===== config.mk =====
export PLATFORM = sky130hd
export DESIGN_NAME = instr_fetch_queue_flat
export DESIGN_NICKNAME = d
export VERILOG_FILES = /design/src/rtl/instr_fetch_queue_pkg.sv /design/src/rtl/instr_fetch_queue_if.sv /design/src/rtl/instr_fetch_queue_fifo.sv /design/src/rtl/instr_fetch_queue.sv /design/src/flat_wrapper.sv
export SDC_FILE = /design/constraint.sdc
export NUM_CORES = 1
export LEC_CHECK = 0
export CAP_MARGIN = 40
export CORE_ASPECT_RATIO = 1.4
export CORE_MARGIN = 2
export CORE_UTILIZATION = 50
export CTS_CLUSTER_SIZE = 28
export DETAILED_ROUTE_END_ITERATION = 16
export PLACE_DENSITY = 0.74
export RECOVER_POWER = 25
export SETUP_SLACK_MARGIN = 0.2
export SLEW_MARGIN = 10
export SYNTH_ARGS = -nofsm -noshare
export SYNTH_HDL_FRONTEND = slang
export SYNTH_SLANG_ARGS = --single-unit

===== constraint.sdc =====
create_clock -name CLK -period 4.32 [get_ports CLK]
set_clock_uncertainty 0.15 [all_clocks]
set_input_delay 0.864 -clock CLK [delete_from_list [all_inputs] [get_ports CLK]]
set_output_delay 0.864 -clock CLK [all_outputs]
set_load 0.02 [all_outputs]

===== src/rtl/instr_fetch_queue_pkg.sv =====
// Shared CPU front-end types: word/address widths, fetch FSM states and the queue entry layout.
package cpu_pkg;

    localparam int unsigned WORD_W = 16;
    localparam int unsigned ADDR_W = 16;

    localparam logic [ADDR_W-1:0] RESET_PC_DEFAULT = 16'h0000;

    typedef enum logic [1:0] {
        FETCH = 2'd0,
        WAIT  = 2'd1,
        DRAIN = 2'd2
    } fetch_state_e;

    typedef struct packed {
        logic [WORD_W-1:0] instr;
        logic [ADDR_W-1:0] pc;
    } fq_entry_t;

    // Sequential fetch address; wraps modulo 2^ADDR_W.
    function automatic logic [ADDR_W-1:0] pc_inc(input logic [ADDR_W-1:0] pc);
        return pc + ADDR_W'(1);
    endfunction

endpackage


===== src/rtl/instr_fetch_queue_if.sv =====
// Fetch-unit bus: instruction-memory read channel plus the decode-facing head of the queue.
interface instr_fetch_queue_if;
    import cpu_pkg::*;

    logic              imem_req;
    logic [ADDR_W-1:0] imem_addr;
    logic              imem_ack;
    logic [WORD_W-1:0] imem_data;
    logic              inst_valid;
    logic [WORD_W-1:0] inst;
    logic [ADDR_W-1:0] inst_pc;
    logic              inst_ready;

    modport master (
        output imem_req, imem_addr, inst_valid, inst, inst_pc,
        input  imem_ack, imem_data, inst_ready
    );

    modport slave (
        input  imem_req, imem_addr, inst_valid, inst, inst_pc,
        output imem_ack, imem_data, inst_ready
    );

endinterface


===== src/rtl/instr_fetch_queue_fifo.sv =====
// Prefetch queue storage: DEPTH entries of {instruction, pc} with single-edge flush.
module fq_fifo
    import cpu_pkg::*;
#(
    parameter  int unsigned DEPTH = 4,
    localparam int unsigned PTR_W = $clog2(DEPTH),
    localparam int unsigned CNT_W = PTR_W + 1
) (
    input  logic             CLK,
    input  logic             RST,
    input  logic             push,
    input  logic             pop,
    input  logic             flush,
    input  fq_entry_t        din,
    output logic [CNT_W-1:0] count,
    output fq_entry_t        head
);

    fq_entry_t        mem [DEPTH];
    logic [PTR_W-1:0] wr_ptr;
    logic [PTR_W-1:0] rd_ptr;

    // Pointers wrap naturally because DEPTH is a power of two.
    always_ff @(posedge CLK) begin
        if (RST || flush) begin
            wr_ptr <= '0;
            rd_ptr <= '0;
            count  <= '0;
        end else begin
            if (push) wr_ptr <= wr_ptr + PTR_W'(1);
            if (pop)  rd_ptr <= rd_ptr + PTR_W'(1);
            case ({push, pop})
                2'b10:   count <= count + CNT_W'(1);
                2'b01:   count <= count - CNT_W'(1);
                default: count <= count;
            endcase
        end
    end

    always_ff @(posedge CLK) begin
        if (push) mem[wr_ptr] <= din;
    end

    assign head = mem[rd_ptr];

endmodule


===== src/rtl/instr_fetch_queue.sv =====
// Instruction fetch unit: one-outstanding-read fetch FSM feeding a prefetch queue.
// Optional FETCH_PERF_EN macro enables the saturating fetch-starvation counter bubble_cnt.
module instr_fetch_queue
    import cpu_pkg::*;
#(
    parameter int unsigned       DEPTH    = 4,
    parameter logic [ADDR_W-1:0] RESET_PC = RESET_PC_DEFAULT
) (
    input  logic                 CLK,
    input  logic                 RST,
    input  logic                 redirect,
    input  logic [ADDR_W-1:0]    redirect_pc,
    instr_fetch_queue_if.master  bus,
    output logic [15:0]          bubble_cnt
);

    localparam int unsigned CNT_W = $clog2(DEPTH) + 1;

    fetch_state_e      state_q, state_d;
    logic [ADDR_W-1:0] fetch_pc_q, fetch_pc_d;
    logic [ADDR_W-1:0] req_addr_q;

    logic              imem_req_c;
    logic [ADDR_W-1:0] imem_addr_c;
    logic              push_c;
    logic              pop_c;
    logic              inst_valid_c;
    logic              has_space_c;
    logic [CNT_W-1:0]  fifo_count;
    fq_entry_t         fifo_head;
    fq_entry_t         fifo_din;

    assign has_space_c  = fifo_count < CNT_W'(DEPTH);
    assign inst_valid_c = fifo_count != '0;
    assign pop_c        = inst_valid_c && bus.inst_ready && !redirect;

    // In WAIT/DRAIN the address comes from the captured request, since fetch_pc may be redirected.
    assign imem_addr_c = (state_q == FETCH) ? fetch_pc_q : req_addr_q;

    always_comb begin
        imem_req_c = 1'b0;
        case (state_q)
            FETCH:       imem_req_c = has_space_c && !redirect;
            WAIT, DRAIN: imem_req_c = 1'b1;
            default:     imem_req_c = 1'b0;
        endcase
        if (RST) imem_req_c = 1'b0;
    end

    always_ff @(posedge CLK) begin
        if (RST) begin
            state_q    <= FETCH;
            fetch_pc_q <= RESET_PC;
        end else begin
            state_q    <= state_d;
            fetch_pc_q <= fetch_pc_d;
        end
    end

    always_comb begin
        state_d    = state_q;
        fetch_pc_d = fetch_pc_q;
        push_c     = 1'b0;
        if (redirect) begin
            // Redirect wins; an un-acked read must still complete before the next issue.
            fetch_pc_d = redirect_pc;
            if (state_q != FETCH && !bus.imem_ack) state_d = DRAIN;
            else                                   state_d = FETCH;
        end else begin
            case (state_q)
                FETCH: begin
                    if (imem_req_c) begin
                        if (bus.imem_ack) begin
                            push_c     = 1'b1;
                            fetch_pc_d = pc_inc(imem_addr_c);
                        end else begin
                            state_d = WAIT;
                        end
                    end
                end
                WAIT: begin
                    if (bus.imem_ack) begin
                        push_c     = 1'b1;
                        fetch_pc_d = pc_inc(imem_addr_c);
                        state_d    = FETCH;
                    end
                end
                DRAIN: begin
                    if (bus.imem_ack) state_d = FETCH;
                end
                default: state_d = FETCH;
            endcase
        end
        if (RST) push_c = 1'b0;
    end

    always_ff @(posedge CLK) begin
        if (RST)                   req_addr_q <= RESET_PC;
        else if (state_q == FETCH) req_addr_q <= fetch_pc_q;
    end

    assign fifo_din = '{instr: bus.imem_data, pc: imem_addr_c};

    fq_fifo #(.DEPTH(DEPTH)) u_fifo (
        .CLK   (CLK),
        .RST   (RST),
        .push  (push_c),
        .pop   (pop_c),
        .flush (redirect),
        .din   (fifo_din),
        .count (fifo_count),
        .head  (fifo_head)
    );

    assign bus.imem_req   = imem_req_c;
    assign bus.imem_addr  = imem_addr_c;
    assign bus.inst_valid = inst_valid_c;
    assign bus.inst       = fifo_head.instr;
    assign bus.inst_pc    = fifo_head.pc;

`ifdef FETCH_PERF_EN
    logic [15:0] bubble_q;

    // Cycles where decode is ready but the queue has nothing for it.
    always_ff @(posedge CLK) begin
        if (RST)
            bubble_q <= '0;
        else if (bus.inst_ready && !inst_valid_c && bubble_q != 16'hFFFF)
            bubble_q <= bubble_q + 16'(1);
    end

    assign bubble_cnt = bubble_q;
`else
    assign bubble_cnt = 16'h0000;
`endif

endmodule


===== src/flat_wrapper.sv =====
// flat-port wrapper written by rule: the top's interface ports become plain ports
module instr_fetch_queue_flat import cpu_pkg::*;
#(
    parameter int unsigned       DEPTH    = 4,
    parameter logic [ADDR_W-1:0] RESET_PC = RESET_PC_DEFAULT
)
  (CLK, RST, redirect, redirect_pc, bubble_cnt, bus_imem_req, bus_imem_addr, bus_inst_valid, bus_inst, bus_inst_pc, bus_imem_ack, bus_imem_data, bus_inst_ready);
  instr_fetch_queue_if bus_i ();
  input  logic CLK;
  input  logic RST;
  input  logic redirect;
  input  logic [ADDR_W-1:0] redirect_pc;
  output logic [15:0] bubble_cnt;
  output wire logic [$bits(bus_i.imem_req)-1:0] bus_imem_req;
  output wire logic [$bits(bus_i.imem_addr)-1:0] bus_imem_addr;
  output wire logic [$bits(bus_i.inst_valid)-1:0] bus_inst_valid;
  output wire logic [$bits(bus_i.inst)-1:0] bus_inst;
  output wire logic [$bits(bus_i.inst_pc)-1:0] bus_inst_pc;
  input wire logic [$bits(bus_i.imem_ack)-1:0] bus_imem_ack;
  input wire logic [$bits(bus_i.imem_data)-1:0] bus_imem_data;
  input wire logic [$bits(bus_i.inst_ready)-1:0] bus_inst_ready;
  assign bus_imem_req = bus_i.imem_req;
  assign bus_imem_addr = bus_i.imem_addr;
  assign bus_inst_valid = bus_i.inst_valid;
  assign bus_inst = bus_i.inst;
  assign bus_inst_pc = bus_i.inst_pc;
  assign bus_i.imem_ack = bus_imem_ack;
  assign bus_i.imem_data = bus_imem_data;
  assign bus_i.inst_ready = bus_inst_ready;
  instr_fetch_queue #(.DEPTH(DEPTH), .RESET_PC(RESET_PC)) u_core (.CLK(CLK), .RST(RST), .redirect(redirect), .redirect_pc(redirect_pc), .bus(bus_i), .bubble_cnt(bubble_cnt));
endmodule

==> results of run 1 <==
## synthesized netlist by cell type (all sizes together) (6+ instances only)
library cell	count	area share, %
buf	30	3.0
o22ai	6	0.53
xnor2	10	1.2
a211oi	7	0.82
and2	13	1.2
ha	9	1.6
nand2	10	0.57
dfxtp	43	12
mux2	9	1.5
edfxtp	128	55
mux4	32	10
nand4	8	0.71
a21oi	11	0.78
mux2i	9	1.4
nand3	10	0.78
inv	18	0.96
clkbuf	6	0.32
a22oi	6	0.71
nor2	34	1.9
## worst max-delay path, stage by stage (launching register included)
cell and delay (ns):
sky130_fd_sc_hd__dfxtp_1 0.31, sky130_fd_sc_hd__inv_1 0.09, sky130_fd_sc_hd__ha_1 0.68, sky130_fd_sc_hd__buf_4 0.37, sky130_fd_sc_hd__mux2_2 0.44, sky130_fd_sc_hd__clkdlybuf4s50_1 0.57
## area by class of cell
type / count / area share [%]
clock inverter: 14 / 1.73
multi-input combinational: 233 / 24.1
sequential: 171 / 54.6
timing repair buffer: 98 / 11.2
clock buffer: 17 / 4.93
tap: 185 / 2.68
inverter: 19 / 0.827
## cells by family (layout without fill, tap and decap cells)
kind of cell,after synthesis,count (layout),synth area share (%)
XOR/XNOR,15,15,1.87
AO/OA/AOI/OAI,50,50,5.07
multiplexers,50,50,13.1
buffers and inverters,55,148,4.36
adder cells (fa/ha/maj),10,10,1.88
other,1,16,0.0533
flip-flops,171,171,66.8
AND/OR/NAND/NOR,92,92,6.81
## metal layers
layer / up-vias / global-route usage, %
met3: 16 / 3.97
li1: 1847 / -
met5: - / 0
met2: 115 / 32.5
met4: 0 / 7.40
met1: 2043 / 22.6
## power by group through the flow
stage | Combinational [mW] | Clock [mW] | Sequential, mW
after global routing | 0.327 | 1.54 | 1.83
after CTS | 0.308 | 1.48 | 1.83
final | 0.303 | 1.46 | 1.83
after detailed placement | 0.307 | 0 | 1.86
after floorplan | 0.197 | 0 | 1.86
after global placement | 0.302 | 0 | 1.86
## sequential cells by signal, summed over array words and instances, names as in the netlist, named ones only
| signal | cells |
|---|---|
| u_core.state_q | 2 |
| u_core.u_fifo.rd_ptr | 2 |
| u_core.u_fifo.wr_ptr | 2 |
| u_core.fetch_pc_q | 16 |
| u_core.u_fifo.mem | 128 |
| u_core.u_fifo.count | 3 |
| u_core.req_addr_q | 16 |
## final timing paths
path                                                to  cells past startpoint  slack, ns                 start
worst min register to register    u_core.fetch_pc_q[3]                      2       0.32  u_core.fetch_pc_q[3]
worst min-delay path              u_core.fetch_pc_q[3]                      2       0.32  u_core.fetch_pc_q[3]
worst max register to register  u_core.u_fifo.count[2]                     13       1.16     u_core.state_q[1]
worst max-delay path                  bus_imem_addr[5]                      5       0.41     u_core.state_q[1]
==> results, run 1 <==
- The run finished with clean final reports.
- In the layout the commonest cells are 128 x sky130_fd_sc_hd__edfxtp_1, 69 x sky130_fd_sc_hd__clkdlybuf4s50_1, 41 x sky130_fd_sc_hd__dfxtp_1.
- After layout, the design draws a total of 3.59 mW.
- The number of remaining DRC errors is 0.
- The tightest hold path in the finished design has a slack of 0.323 ns.
- The worst hold path belongs to the class reg -> reg.
- The count of pins over their slew limit came to 0.
- The final layout net count is 587.
- The type of element capturing the critical path is an output port.
- Counting flops and latches in the post-synthesis netlist gives 171.
- In the final layout, flip-flops and latches occupy 4710 sq um.
- The initial cell density of the core is 50.8%.
- VDD sags by at most 0.254 mV.
- The number of buffers inserted by port buffering is 86.
- Counting distinct cell types in the post-synthesis netlist gives 56.
- Summed over all nets, the switching power comes to 803 uW.
- The half-perimeter wire length after detailed placement is 8840 um.
- The clock reaches the later pin of the worst-skew pair after 0.42 ns.
- The worst path uses 90.5% of the clock period.
- The placed standard-cell area is 8060 sq um.
- The detailed route wirelength on metal3 is 454 um.
- Combinational logic burns 8.4% of the power.
- The pin count of the biggest net entering global routing is 33.
- The internal power summed over all cells is 2.78 mW.
- The number of violations reported at the end of detailed-routing iteration 0 is 200.
- The most instantiated flip-flop cell in the synthesis netlist is sky130_fd_sc_hd__edfxtp_1.
- The cell area power density is 416 nW/um^2.
- After global routing the overflow that remains totals 0.
- The count of final hold-check violations is 0.
- During synthesis, Yosys emitted a total of 0 warnings.
- In the final layout, the share of cells above drive strength 1 is 17.9%.
- With fillers left out, the area of the finished cells amounts to 8630 sq um.
- The wire length of the first global-routing pass is 21,200 um.
- The number of top-level pins is 103.
- The remaining antenna violation count is 0.
- The die is 144 um tall.
- The global placement routability congestion is 0.827.
- For the worst setup path, the data arrival time is 2.90 ns.
- For this run, the share of the core covered by cells in the final layout is 62.3%.
- The sum of negative setup slack is 0 ns.
- The start-to-end type of the worst setup path is reg -> out.
- The fill cell total of the finished layout is 1,057.
- After synthesis, flip-flops and latches occupy 66.8% of the total area.
- After clock tree synthesis, the repair step resized 0 gates.
- Setup violations remaining at the end of the flow were counted as 0.
- The total CTS buffers is 17.
- Counting every sink on the clock net gives 171.
- Setup repair after global routing left no endpoint under its margin.
- The sort of element at the start of the critical path is a flip-flop.
- The vias per cell is 5.46.
- The average cell area after synthesis is 15.9 sq um.
- The number of buffers between clock root and the deepest sink is 2.
- The H-tree depth reported by CTS is 4.
- The placed cell count is 706.
- The layout overhead on the synthesized area is 22.6%.
- The number of synthesized flops with an enable pin is 128.
- The tool flagged a number of max-cap violations equal to 0.
- The initial antenna violation count is 0.
- The region available for standard cell placement spans 13,800 sq um.
- The highest signal layer in the routed design is met4.
- After detailed routing, the wire length on met1 is 5700 um.
- From left edge to right edge, the die measures 104 um.
- Before antenna repair, the detailed router went through 4 iterations.
- For this design, the CTS-stage hold fixing added 0 buffers.
- Synthesis produced 444 cells.
- The area of the mapped netlist is 7040 sq um.
- The final wirelength is 13,500 um.
- Registers are responsible for 50.9% of the overall power.
- Of the total power, the clock network draws 40.6%.
- Once routing completed, OpenROAD measured the worst setup slack at 0.411 ns.
- The tightest slew margin relative to the limit is 46.3%.
- The number of rows created at floorplan is 51.
- After clock tree synthesis, the clock-pin slew on the worst setup and hold paths is 0.06 ns.
- In this run the post-CTS setup repair buffer count came out at 0.
- The total die area is 15,100 sq um.
- At the pin with the least slew margin, the transition time is 0.805 ns.
- In the synthesized netlist the async set-or-reset flop fraction comes to 0%.
- Detailed routing inserted a total of 4,021 vias.
- The leakage component of the power is 2.98 nW.
- STA puts the critical path data required time at 3.31 ns.
- The upper clock frequency limit is 0.256 GHz.
- Global routing used 18.6% of the available tracks across all layers.
- The average detailed-routed wire length per instance is 18.3 um.
- After the flow finishes, the layout carries non-filler instances totaling 737.
- Summing all multi-input logic gate instances after layout gives 2080 sq um.
- Leaving out fill and tap cells, the most frequent cell in the layout is sky130_fd_sc_hd__edfxtp_1.
- The worst slack at placement is 0.723 ns.
- The cell chosen for the clock root is sky130_fd_sc_hd__clkbuf_16.
- 0 antenna diodes ended up in the layout.
- The routed design uses 7110 um of met2 wire.
- The CTS tree is built.
- For the finished layout, the period the worst path requires is 3.91 ns.
- Along the worst path, the maximum fanout reaches 19.
- The switching share of total power is 22.4%.
- The number of global-route vias before repair is 4,095.
Power figures use the tool's default switching activity.
==> run 2: changes to the inputs <==
--- a/config.mk
+++ b/config.mk
@@ -11,7 +11,7 @@
 export CORE_UTILIZATION = 50
 export CTS_CLUSTER_SIZE = 28
 export DETAILED_ROUTE_END_ITERATION = 16
-export PLACE_DENSITY = 0.74
+export DONT_BUFFER_PORTS = 1
 export RECOVER_POWER = 25
 export SETUP_SLACK_MARGIN = 0.2
 export SLEW_MARGIN = 10
==> results, run 2 (synthesis gave the netlist of run 1 again) <==
- The count of final hold-check violations is 0 (unchanged).
- The flop-to-flop setup slack is 1.30 ns (was 1.16 ns).
- The met2 track utilization from global routing is 32.4% (was 32.5%).
- The total via count after detailed routing is 3,599 (was 4,021).
- The most common cell after layout, fill and taps aside is sky130_fd_sc_hd__edfxtp_1 (unchanged).
- The end of the worst hold path is u_core.fetch_pc_q[3] (unchanged).
- The global placement routability congestion came to 0.814 (was 0.827).
- The tightest slew margin relative to the limit is 50.8% (was 46.3%).
- The end of the worst register-to-register path is u_core.u_fifo.count[2] (unchanged).
- The launching point of the worst reg2reg path is u_core.state_q[0] (was u_core.state_q[1]).
- The number of flip-flops in the largest register came to 128 (unchanged).
- The number of rows created at floorplan came to 51 (unchanged).
- The total die area came to 15,100 sq um (unchanged).
- The slew at the pin closest to its max-slew limit came to 0.733 ns (was 0.805 ns).
- The upper clock frequency limit was 0.304 GHz (was 0.256 GHz).
- The data arrival time of the critical path is 2.28 ns (was 2.90 ns).
- The number of cells on the worst hold path was 2 (unchanged).
- The global-route met1 utilization is 21.1% (was 22.6%).
- The largest driver fanout on the critical path is 32 (was 19).
- The final core utilization was 56.5% (was 62.3%).
- The worst endpoint required time came to 3.31 ns (about the same).
- The fill cell total of the finished layout is 1,100 (was 1,057).
- The sum of negative setup slack is 0 ns (unchanged).
- The antenna diode count is 0 (unchanged).
- The total global routing track utilization is 18.2% (was 18.6%).
- The post-layout minimum cycle time came to 3.29 ns (was 3.91 ns).
- The number of optimization iterations in the first detailed-route pass is 5 (was 4).
- The cell area power density was 459 nW/um^2 (was 416 nW/um^2).
- The count of maximum capacitance violations is 0 (unchanged).
- The clock network latency to the later pin of the worst-skew pair is 0.41 ns (was 0.42 ns).
- The vias per cell is 5.56 (was 5.46).
- The number of top-level pins is 103 (unchanged).
- The initial cell density of the core came to 50.8% (unchanged).
- The number of buffers between clock root and the deepest sink is 2 (unchanged).
- The wire length of the first global-routing pass came to 20,500 um (was 21,200 um).
- The number of post-CTS setup repair buffers is 0 (unchanged).
- Unrepaired setup endpoints after global routing: no (unchanged).
- The worst min-delay path startpoint is u_core.fetch_pc_q[3] (unchanged).
- The leakage component of the power is 2.66 nW (was 2.98 nW).
- The total CTS buffers is 17 (unchanged).
- The post-route clock period utilization came to 76.2% (was 90.5%).
- The final layout net count is 496 (was 587).
- The number of clock sinks seen by CTS came to 171 (unchanged).
- The post-CTS clock slew at the launch and capture registers of the worst setup and hold paths is 0.07 ns (was 0.06 ns).
- The pin count of the biggest net entering global routing is 33 (unchanged).
- The number of remaining DRC errors is 0 (unchanged).
- The hold buffer count at CTS is 0 (unchanged).
- The H-tree depth reported by CTS came to 4 (unchanged).
- The overall die width is 104 um (unchanged).
- The final wirelength was 13,100 um (was 13,500 um).
- The proportion of layout cells with a drive suffix above 1 is 20.1% (was 17.9%).
- The number of global-route vias before repair is 3,758 (was 4,095).
- The cell chosen for the clock root is sky130_fd_sc_hd__clkbuf_16 (unchanged).
- The number of gates resized after CTS came to 0 (unchanged).
- The layout overhead on the synthesized area is 11.2% (was 22.6%).
- The final setup violation count is 0 (unchanged).
- The worst supply voltage drop on vdd is 0.240 mV (was 0.254 mV).
- The count of pins over their slew limit is 0 (unchanged).
- The met3 track utilization from global routing is 6.04% (was 3.97%).
- The total grt overflow came to 0 (unchanged).
- The initial antenna violation count came to 0 (unchanged).
- The largest register by flop count is u_core.u_fifo.mem (unchanged).
- The sort of element at the start of the critical path is a flip-flop (unchanged).
- The half-perimeter wire length after detailed placement is 8790 um (was 8840 um).
- The remaining antenna violation count came to 0 (unchanged).
- Run status: complete, no violations (unchanged).
- The highest-utilization routing layer at the global route stage is met2 (unchanged).
- The start-to-end type of the worst setup path is reg -> out (unchanged).
- The type of the most critical hold path is reg -> reg (unchanged).
- The area of the placeable core is 13,800 sq um (unchanged).
- The type of element capturing the critical path is an output port (unchanged).
- The length in cells of the worst reg-to-reg path is 12 (was 13).
- Largest registers: u_core.u_fifo.mem x128, u_core.fetch_pc_q x16, u_core.req_addr_q x16 (unchanged).
- The number of buffers inserted by port buffering came to 0 (was 86).
- The average detailed-routed wire length per instance is 20.2 um (was 18.3 um).
- The CTS tree is built (unchanged).
- The height of the die is 144 um (unchanged).
- The number of violations reported at the end of detailed-routing iteration 0 is 151 (was 200).
- Commonest non-fill, non-tap cells in the layout: 128 x sky130_fd_sc_hd__edfxtp_1, 41 x sky130_fd_sc_hd__dfxtp_1, 32 x sky130_fd_sc_hd__nor2_1, 32 x sky130_fd_sc_hd__mux4_2, 18 x sky130_fd_sc_hd__inv_1 (was 128 x sky130_fd_sc_hd__edfxtp_1, 69 x sky130_fd_sc_hd__clkdlybuf4s50_1, 41 x sky130_fd_sc_hd__dfxtp_1).
## run 2: cell count changes in the layout (fill, tap and decap cells not counted), sizes merged, moves of 3 or more
| cell | before | now |
|---|---|---|
| clkdlybuf4s50 | 69 | 0 |
| clkinvlp | 6 | 3 |
| inv | 20 | 23 |
| dlygate4sd3 | 17 | 0 |
| buf | 12 | 7 |
## run 2: power by group
group / switching [mW] / internal (mW)
Combinational: 0.149 / 0.0637
Clock: 0.626 / 0.924
Sequential: 0.0197 / 1.81
Total: 0.795 / 2.79
## run 2: how the worst max path moves through the flow
stage                           start                       end  slack [ns]  cells after the start
global route        u_core.state_q[1]          bus_imem_addr[9]        0.81                      6
global placement                  RST  u_core.u_fifo.mem[0][16]        1.22                      4
detailed placement           redirect    u_core.u_fifo.count[2]        1.18                     10
CTS                 u_core.state_q[1]          bus_imem_addr[9]        1.01                      6
finish              u_core.state_q[1]          bus_imem_addr[9]        1.03                      6
floorplan                         RST   u_core.u_fifo.mem[0][0]        1.32                      5
## run 2: layout make-up
cell class	instances	area (sq um)	area share [%]
clock buffer	18	429	5.48
clock inverter	14	184	2.35
inverter	19	71.3	0.911
multi-input combinational	233	2080	26.5
sequential	171	4710	60.1
tap	185	231	2.96
timing repair buffer	7	130	1.66
## run 2: per-stage QoR
step	total power [mW]	hold WS, ns	worst slack (ns)	cells	instance area, sq um
CTS	3.63	0.323	1.01	647	7840
finish	3.59	0.324	1.03	647	7830
global route	3.72	0.330	0.808	647	7830
floorplan	2.05	0.292	1.32	459	7090
detailed placement	2.08	0.313	1.18	615	7230
global placement	2.07	0.310	1.22	610	7110
## run 2: worst max-delay path: stages (launching register included)
cell and delay [ns]:
sky130_fd_sc_hd__dfxtp_1 0.31, sky130_fd_sc_hd__inv_1 0.09, sky130_fd_sc_hd__ha_1 0.24, sky130_fd_sc_hd__buf_4 0.39, sky130_fd_sc_hd__nand2b_1 0.18, sky130_fd_sc_hd__a21boi_1 0.36
sky130_fd_sc_hd__inv_1 0.26
## run 2: metal layers
| layer | vias up | routed length [um] |
|---|---|---|
| met3 | 9 | 561 |
| met2 | 82 | 7010 |
| li1 | 1677 | - |
| met1 | 1831 | 5390 |
| met5 | - | 0 |
| met4 | 0 | 100 |
